File: src/rtl/alici_verici_denetleyici.sv
// alici_verici_denetleyici
// Arbitrates a shared serial link between two transmit requesters (TX0, TX1)
// and one receive requester (RX). A granted transmit word is shifted out
// LSB-first on tx. A receive frame shifts WIDTH bits from rx into rx_data.
//
// Ports:
//   clk, rst             system clock, async active-high reset
//   tx_req0/tx_data0     TX0 request (level) and word, sampled at grant
//   tx_req1/tx_data1     TX1 request (level) and word, sampled at grant
//   rx_req, rx           RX request (level) and serial input, LSB first
//   tx, tx_en            serial output and transmit frame strobe
//   rx_en                receive frame strobe
//   tx_ack0/1, rx_valid  one-cycle end-of-frame pulses
//   rx_data              last received word
//   busy                 high while a frame is in progress
//   frame_cnt            completed frames, wraps at 256
//
// state | meaning
// ------+-------------------------------------------------------------
// IDLE  | link free; arbitrate unless an ack/rx_valid is high (gap)
// TX    | shifting r_sh out on tx, r_cnt = index of the bit on tx
// RX    | sampling rx into r_sh[r_cnt]
module alici_verici_denetleyici #(
    parameter int WIDTH = 3
) (
    input  logic             clk,
    input  logic             rst,
    input  logic             tx_req0,
    input  logic [WIDTH-1:0] tx_data0,
    input  logic             tx_req1,
    input  logic [WIDTH-1:0] tx_data1,
    input  logic             rx_req,
    input  logic             rx,
    output logic             tx,
    output logic             tx_en,
    output logic             rx_en,
    output logic             tx_ack0,
    output logic             tx_ack1,
    output logic             rx_valid,
    output logic [WIDTH-1:0] rx_data,
    output logic             busy,
    output logic [7:0]       frame_cnt
);

    localparam int CW = $clog2(WIDTH);
    localparam logic [CW-1:0] CNT_LAST = CW'(WIDTH - 1);

    localparam logic [1:0] S_IDLE = 2'd0;
    localparam logic [1:0] S_TX   = 2'd1;
    localparam logic [1:0] S_RX   = 2'd2;

    logic [1:0]       r_state;
    logic [CW-1:0]    r_cnt;
    logic [WIDTH-1:0] r_sh;
    logic             r_last_tx;
    logic             r_last_rx;
    logic             r_tx;
    logic             r_tx_en;
    logic             r_rx_en;
    logic             r_ack0;
    logic             r_ack1;
    logic             r_rx_valid;
    logic [WIDTH-1:0] r_rx_data;
    logic             r_busy;
    logic [7:0]       r_frame_cnt;

    logic             w_gap;
    logic             w_any_tx;
    logic             w_idle_ok;
    logic             w_grant_rx;
    logic             w_grant_tx;
    logic             w_win;
    logic [WIDTH-1:0] w_win_data;
    logic [CW-1:0]    w_cnt_inc;
    logic             w_last_bit;

    // The end-of-frame pulse cycle doubles as the mandatory idle gap.
    assign w_gap      = r_ack0 | r_ack1 | r_rx_valid;
    assign w_any_tx   = tx_req0 | tx_req1;
    assign w_idle_ok  = (r_state == S_IDLE) && !w_gap;
    // RX yields once to pending TX right after it was served (anti-starvation).
    assign w_grant_rx = w_idle_ok && rx_req && !(r_last_rx && w_any_tx);
    assign w_grant_tx = w_idle_ok && !w_grant_rx && w_any_tx;
    assign w_win      = (tx_req0 && tx_req1) ? ~r_last_tx : tx_req1;
    assign w_win_data = w_win ? tx_data1 : tx_data0;
    assign w_cnt_inc  = r_cnt + 1'b1;
    assign w_last_bit = (r_cnt == CNT_LAST);

    always_ff @(posedge clk or posedge rst) begin
        if (rst) begin
            r_state     <= S_IDLE;
            r_cnt       <= '0;
            r_sh        <= '0;
            r_last_tx   <= 1'b1;
            r_last_rx   <= 1'b0;
            r_tx        <= 1'b0;
            r_tx_en     <= 1'b0;
            r_rx_en     <= 1'b0;
            r_ack0      <= 1'b0;
            r_ack1      <= 1'b0;
            r_rx_valid  <= 1'b0;
            r_rx_data   <= '0;
            r_busy      <= 1'b0;
            r_frame_cnt <= 8'd0;
        end else begin
            r_ack0     <= 1'b0;
            r_ack1     <= 1'b0;
            r_rx_valid <= 1'b0;
            case (r_state)
                S_IDLE: begin
                    if (w_grant_rx) begin
                        r_state   <= S_RX;
                        r_cnt     <= '0;
                        r_rx_en   <= 1'b1;
                        r_busy    <= 1'b1;
                        r_last_rx <= 1'b1;
                    end else if (w_grant_tx) begin
                        r_state   <= S_TX;
                        r_sh      <= w_win_data;
                        r_cnt     <= '0;
                        r_tx      <= w_win_data[0];
                        r_tx_en   <= 1'b1;
                        r_busy    <= 1'b1;
                        r_last_tx <= w_win;
                        r_last_rx <= 1'b0;
                    end
                end
                S_TX: begin
                    if (w_last_bit) begin
                        r_state     <= S_IDLE;
                        r_tx        <= 1'b0;
                        r_tx_en     <= 1'b0;
                        r_busy      <= 1'b0;
                        r_ack0      <= ~r_last_tx;
                        r_ack1      <= r_last_tx;
                        r_frame_cnt <= r_frame_cnt + 8'd1;
                    end else begin
                        r_cnt <= w_cnt_inc;
                        r_tx  <= r_sh[w_cnt_inc];
                    end
                end
                S_RX: begin
                    r_sh[r_cnt] <= rx;
                    if (w_last_bit) begin
                        r_state     <= S_IDLE;
                        // Final bit goes straight to rx_data; r_sh only holds the lower bits yet.
                        r_rx_data   <= {rx, r_sh[WIDTH-2:0]};
                        r_rx_valid  <= 1'b1;
                        r_rx_en     <= 1'b0;
                        r_busy      <= 1'b0;
                        r_frame_cnt <= r_frame_cnt + 8'd1;
                    end else begin
                        r_cnt <= w_cnt_inc;
                    end
                end
                default: r_state <= S_IDLE;
            endcase
        end
    end

    assign tx        = r_tx;
    assign tx_en     = r_tx_en;
    assign rx_en     = r_rx_en;
    assign tx_ack0   = r_ack0;
    assign tx_ack1   = r_ack1;
    assign rx_valid  = r_rx_valid;
    assign rx_data   = r_rx_data;
    assign busy      = r_busy;
    assign frame_cnt = r_frame_cnt;

endmodule

File: config.mk
export PLATFORM = sky130hd
export DESIGN_NAME = alici_verici_denetleyici
export DESIGN_NICKNAME = d
export VERILOG_FILES = /design/src/rtl/alici_verici_denetleyici.sv
export SDC_FILE = /design/constraint.sdc
export NUM_CORES = 1
export LEC_CHECK = 0
export ABC_AREA = 0
export BUFFER_PORTS_ARGS = -buffer_cell sky130_fd_sc_hd__buf_4
export CAP_MARGIN = 20
export CORE_ASPECT_RATIO = 0.6
export CORE_MARGIN = 4
export CORE_UTILIZATION = 57
export DETAILED_ROUTE_END_ITERATION = 8
export GPL_TIMING_DRIVEN = 0
export PLACE_DENSITY = 0.92
export SYNTH_ARGS = -nofsm -noshare
export SYNTH_HDL_FRONTEND = slang
export SYNTH_SLANG_ARGS = --single-unit
export TNS_END_PERCENT = 20
File: constraint.sdc
create_clock -name clk -period 7.3 [get_ports clk]
set_input_delay 1.46 -clock clk [delete_from_list [all_inputs] [get_ports clk]]
set_output_delay 1.46 -clock clk [all_outputs]
set_load 0.02 [all_outputs]
# After elaboration in Yosys (flattened, before gate mapping)
# Index checks and enable logic that the tools add are counted.
# totals
regBits	27
elab_cells	101
out_inout_bits	18
input_bits	12
# classes
n_reduce_logical	28
n_addsub	2
n_mux	38
n_lt_le_gt_ge	3
bitwise_logic	5
eq_ne	11
# op_table
operator	n
1-bit two-way mux	19
3-bit AND reduction	6
2-bit two-way mux	6
2-bit inequality test (second input constant)	6
3-bit two-way mux	3
8-bit by 1-bit adder with 8-bit output (second input constant)	1
1-bit logical AND	8
1-bit case mux with 2 select lines	4
2-bit case mux with 2 select lines	2
2-bit AND reduction	4
2-bit nonzero test	4
2-bit by 3-bit < comparator with 1-bit output (second input constant)	2
3-bit case mux with 2 select lines	1
2-bit equality test (second input constant)	2
4-bit AND reduction	1
3-bit bitwise mux	1
1-bit logical NOT	3
3-bit inequality test (second input constant)	1
1-bit OR	3
2-bit by 1-bit adder with 2-bit output (second input constant)	1
1-bit binary-select mux with 2-bit select	1
1-bit demux with 2-bit select	1
2-bit by 1-bit equality test with 1-bit output (second input constant)	1
2-bit by 1-bit greater-or-equal comparator with 1-bit output (second input constant)	1
4 further kinds	5

# Longest topological paths before layout
# logic_depth
ltp_word	12
depth_mapped	8
ltp_nobuf	6

# Worst setup path before layout
# No wires, ideal clock.
# synth_timing
path_type	input port to flip-flop
start	in tx_req1
end	reg r_sh[1]
path_stages	4
setup_time_ps	126
n_path_buf	0
required_time_ps	7174
arrival_ps	2647
path_slack_ps	4527
path_cell_list	a21boi_0 -> mux2_2 -> a32o_1 -> a311o_1
# synth_via
elab_chain_len	9
word_cells_on_any_way	16
cone_classes	2 x eq/ne; 5 x mux; 1 x bitwise; 8 x reduce/logical
# synth_lines
item	line	text
start: declaration	30	input logic tx_req1,
1-bit OR	79	assign w_any_tx = tx_req0 | tx_req1;
1-bit logical AND	82	assign w_grant_rx = w_idle_ok && rx_req && !(r_last_rx && w_any_tx);
1-bit logical NOT	82	
1-bit logical AND	82	
1-bit logical NOT	83	assign w_grant_tx = w_idle_ok && !w_grant_rx && w_any_tx;
1-bit logical AND (2 in series)	83	
2-bit inequality test (no source line)	--	
3-bit AND reduction (no source line)	--	
end signal: assignment	119	r_sh <= w_win_data;
end signal: indexed assignment	143	r_sh[r_cnt] <= rx;
end: declaration	54	logic [WIDTH-1:0] r_sh;
# Several ways; a longest one is shown, not always the timed one. The select of a mux whose other input is x is not followed.
# A chain may end at the register's enable or synchronous reset.

# Worst setup path in the final report
# layout_timing
start	in tx_req0
end	reg r_sh[1]
# layout_via
elab_chain_len	9
word_cells_on_any_way	16
cone_classes	2 x eq/ne; 5 x mux; 1 x bitwise; 8 x reduce/logical
# layout_lines
item	line	text
start: declaration	28	input logic tx_req0,
1-bit OR	79	
1-bit logical AND	82	
1-bit logical NOT	82	
1-bit logical AND	82	
1-bit logical NOT	83	
1-bit logical AND (2 in series)	83	
2-bit inequality test (no source line)	--	
3-bit AND reduction (no source line)	--	
# Several ways; a longest one is shown, not always the timed one. The select of a mux whose other input is x is not followed.

==> results.ini <==
[run_status]
status=completed

[clock_tree]
clock_path_buffers=2
clock_sinks=27
cts_tree=built
cts.repair.resized=0
htree_levels=1
numCtsBuffers=3
insertion_delay_ps=280
postCtsHoldBufs=0
cts-root-buf=clkbuf_8
clk_pin_slew_ps=90
postCtsSetupRepairBufs=0

[yosys]
synth-seq-cells=27
yosysWarnings=0
synthMuxAreaShare_pct=6.26
synthTopCellsByArea=dfrtp_1 (46%), ha_1 (6.2%), mux2_2 (5.6%)
yosysTopAreaCellShare_pct=45.9
synth_nets=160
yosysUniqueCellTypes=37
synthArstFlopShare_pct=100
seq_area_frac_synth_pct=47.7
synth-edff-count=0
syn-instance-count=141
synthAdderAreaFrac_pct=6.17
ys.flop_type=dfrtp_1
syn_area_per_cell_um2=10.1
ys_top_cells_by_count=dfrtp_1 (26), nand2_1 (14), inv_1 (11)
synth_top_family_by_area=simple AND/OR/NAND/NOR gates
synth_top_area_cell=dfrtp_1
synth_xor_area_share_pct=4.32
syn-cell-area_um2=1420
synth.most_common_cell=dfrtp_1
synth_compound_area_share_pct=14.6
yosys.area_share.simple_pct=16.1

[final_layout]
nFillCells=149
num-nets-final=195
post-route-util_pct=77.3
area_growth_pct=23.2
drive_gt1_share_pct=26.3
fin_area_um2=1750
antennaDiodeCount=0

[die]
design.die.area_um2=3380
core_area_um2=2260
start_util_pct=62.8
ios=30
die_x_um=72.4
placement_rows=13
die_h_um=46.6

[critical_path]
cp.buffers_inverters=1
crit_path_start_kind=input port
crit_fanout=4
crit_chain=buf_4 -> a21boi_0 -> mux2_2 -> a32o_1 -> a311o_1
crit_type=in -> reg
crit_path_end_kind=flip-flop
cpPeakStageDelay_ps=460
arrival_ps=2930
critical-path-top-delay-family=compound AO/OA/AOI/OAI gates
cp_data_required_time_ps=7460
slowest_stage=a21boi_0

[detailed_routing]
via_per_inst=6.26
via_count=1284
routed_wl_mm=3.54
remaining_drc_errors=0
wire_per_inst_um=17.2
antenna_left=0
drt_iter0_drc=158
dr.pass1.iters=5

[global_route]
grt.total_usage_pct=23.6
grt_pass1_wl_mm=5.98
grt_pass1_vias=1245
grt_remaining_overflow=0
grt_max_degree=28
antenna_found_initial=0

[sta]
tightest_slew_ps=751
rsz0062_at_grt=no
setup_viol=0
finalHoldViolCount=0
fmax_mhz=361
min_period_ps=2770
finClkSkew_ps=8.34
drv_slew=0
slew_headroom_pct=49.2
fin_setup_tns_ps=0
finalCritPeriodShare_pct=38.0

[power_and_ir_drop]
leakage_nw=0.825
p_per_area_nw_per_um2=406
total_power_mw=0.710
peakVddDrop_mv=0.230

[placed_design]
dp.final_hpwl_mm=2.63
post_dp_cell_area_um2=1670
port_buffers=29
gp_congestion=0.884

[flow_run]
maxCapViolCount=0

[min_path]
min_path_type=reg -> reg

## report_power, final
part           internal, mW  switching (mW)
clock network        0.0383          0.0468
registers             0.204          0.0441
logic                 0.154           0.223
total                 0.396           0.314
## tightest hold or removal path: stages, from the launching register on
cell and delay (ps):
dfstp_2 390, nand2_1 50, nand2_1 50
## registers in the layout (all words and copies together), names as in the netlist
signal and flops:
r_sh 3, frame_cnt 8, rx_valid 1, r_state 2, r_cnt 2, tx_ack1 1
tx_en 1, rx_en 1, r_last_tx 1, tx 1, rx_data 3, r_last_rx 1
busy 1, tx_ack0 1
## final timing paths
check                                       start                       end  slack (ps)  depth (start not counted)
setup / recovery                          tx_req0       r_sh[1]$_DFFE_PP0P_        4530                          5
hold / removal              r_last_tx$_DFFE_PP1P_     r_last_tx$_DFFE_PP1P_         490                          2
setup reg to reg           r_state[0]$_DFFE_PP0P_       r_sh[1]$_DFFE_PP0P_        4690                          8
hold reg to reg             r_last_tx$_DFFE_PP1P_     r_last_tx$_DFFE_PP1P_         490                          2
max in group asynchronous                     rst     r_last_tx$_DFFE_PP1P_        5800                          3
min in group asynchronous                     rst  frame_cnt[0]$_DFFE_PP0P_        1070                          2
## through the flow
stage	std cells	hold slack [ps]	setup slack [ps]
finish	205	491	4530
global route	205	514	4460
CTS	204	489	4540
detailed placement	200	475	4250
global placement	200	460	4270
floorplan	141	450	4530
## placed cells by master (no fill, tap or decap), types with 2 or more instances in the layout
| cell type | netlist | routed |
|---|---|---|
| buf_4 | 0 | 29 |
| dfrtp_1 | 26 | 26 |
| o311ai_0 | 2 | 2 |
| clkbuf_8 | 0 | 3 |
| a21oi_1 | 8 | 8 |
| inv_1 | 11 | 11 |
| xnor2_1 | 6 | 6 |
| o21ai_0 | 10 | 10 |
| clkbuf_1 | 3 | 3 |
| or3_1 | 2 | 2 |
| nor2_1 | 5 | 5 |
| nand3_1 | 9 | 9 |
| o211ai_1 | 3 | 3 |
| and3_1 | 4 | 4 |
| nand2_1 | 14 | 14 |
| nor3_1 | 2 | 2 |
| ha_1 | 7 | 7 |
| nor2b_1 | 2 | 2 |
| mux2_2 | 7 | 7 |
## cell type report
type                       instances  area, um^2  area share [%]
buffer                             5        27.5            1.57
sequential                        27         677            38.7
tap                               30        37.5            2.15
multi-input combinational         98         673            38.5
timing repair buffer              30         245            14.0
inverter                          11        41.3            2.36
clock buffer                       3        41.3            2.36
clock inverter                     1        5.00           0.286
## routing by layer
layer  routed length (um)  track usage [%]  up-vias  share of wire [%]
met4                   59             6.62        0                1.7
met3                  340             6.32       12                9.6
met5                    0                0        -                  0
li1                     -                -      570                  -
met1                 1480             30.8      620                 42
met2                 1660             39.6       82                 47
## kinds of logic (layout without fill, tap and decap cells)
logic type | Yosys count | in the layout
buf+inv | 16 | 50
fa+ha+maj | 7 | 7
flops | 27 | 27
compound gates | 32 | 32
xor+xnor | 7 | 7
simple gates | 44 | 44
mux | 8 | 8
(Power assumes the default switching activity.)
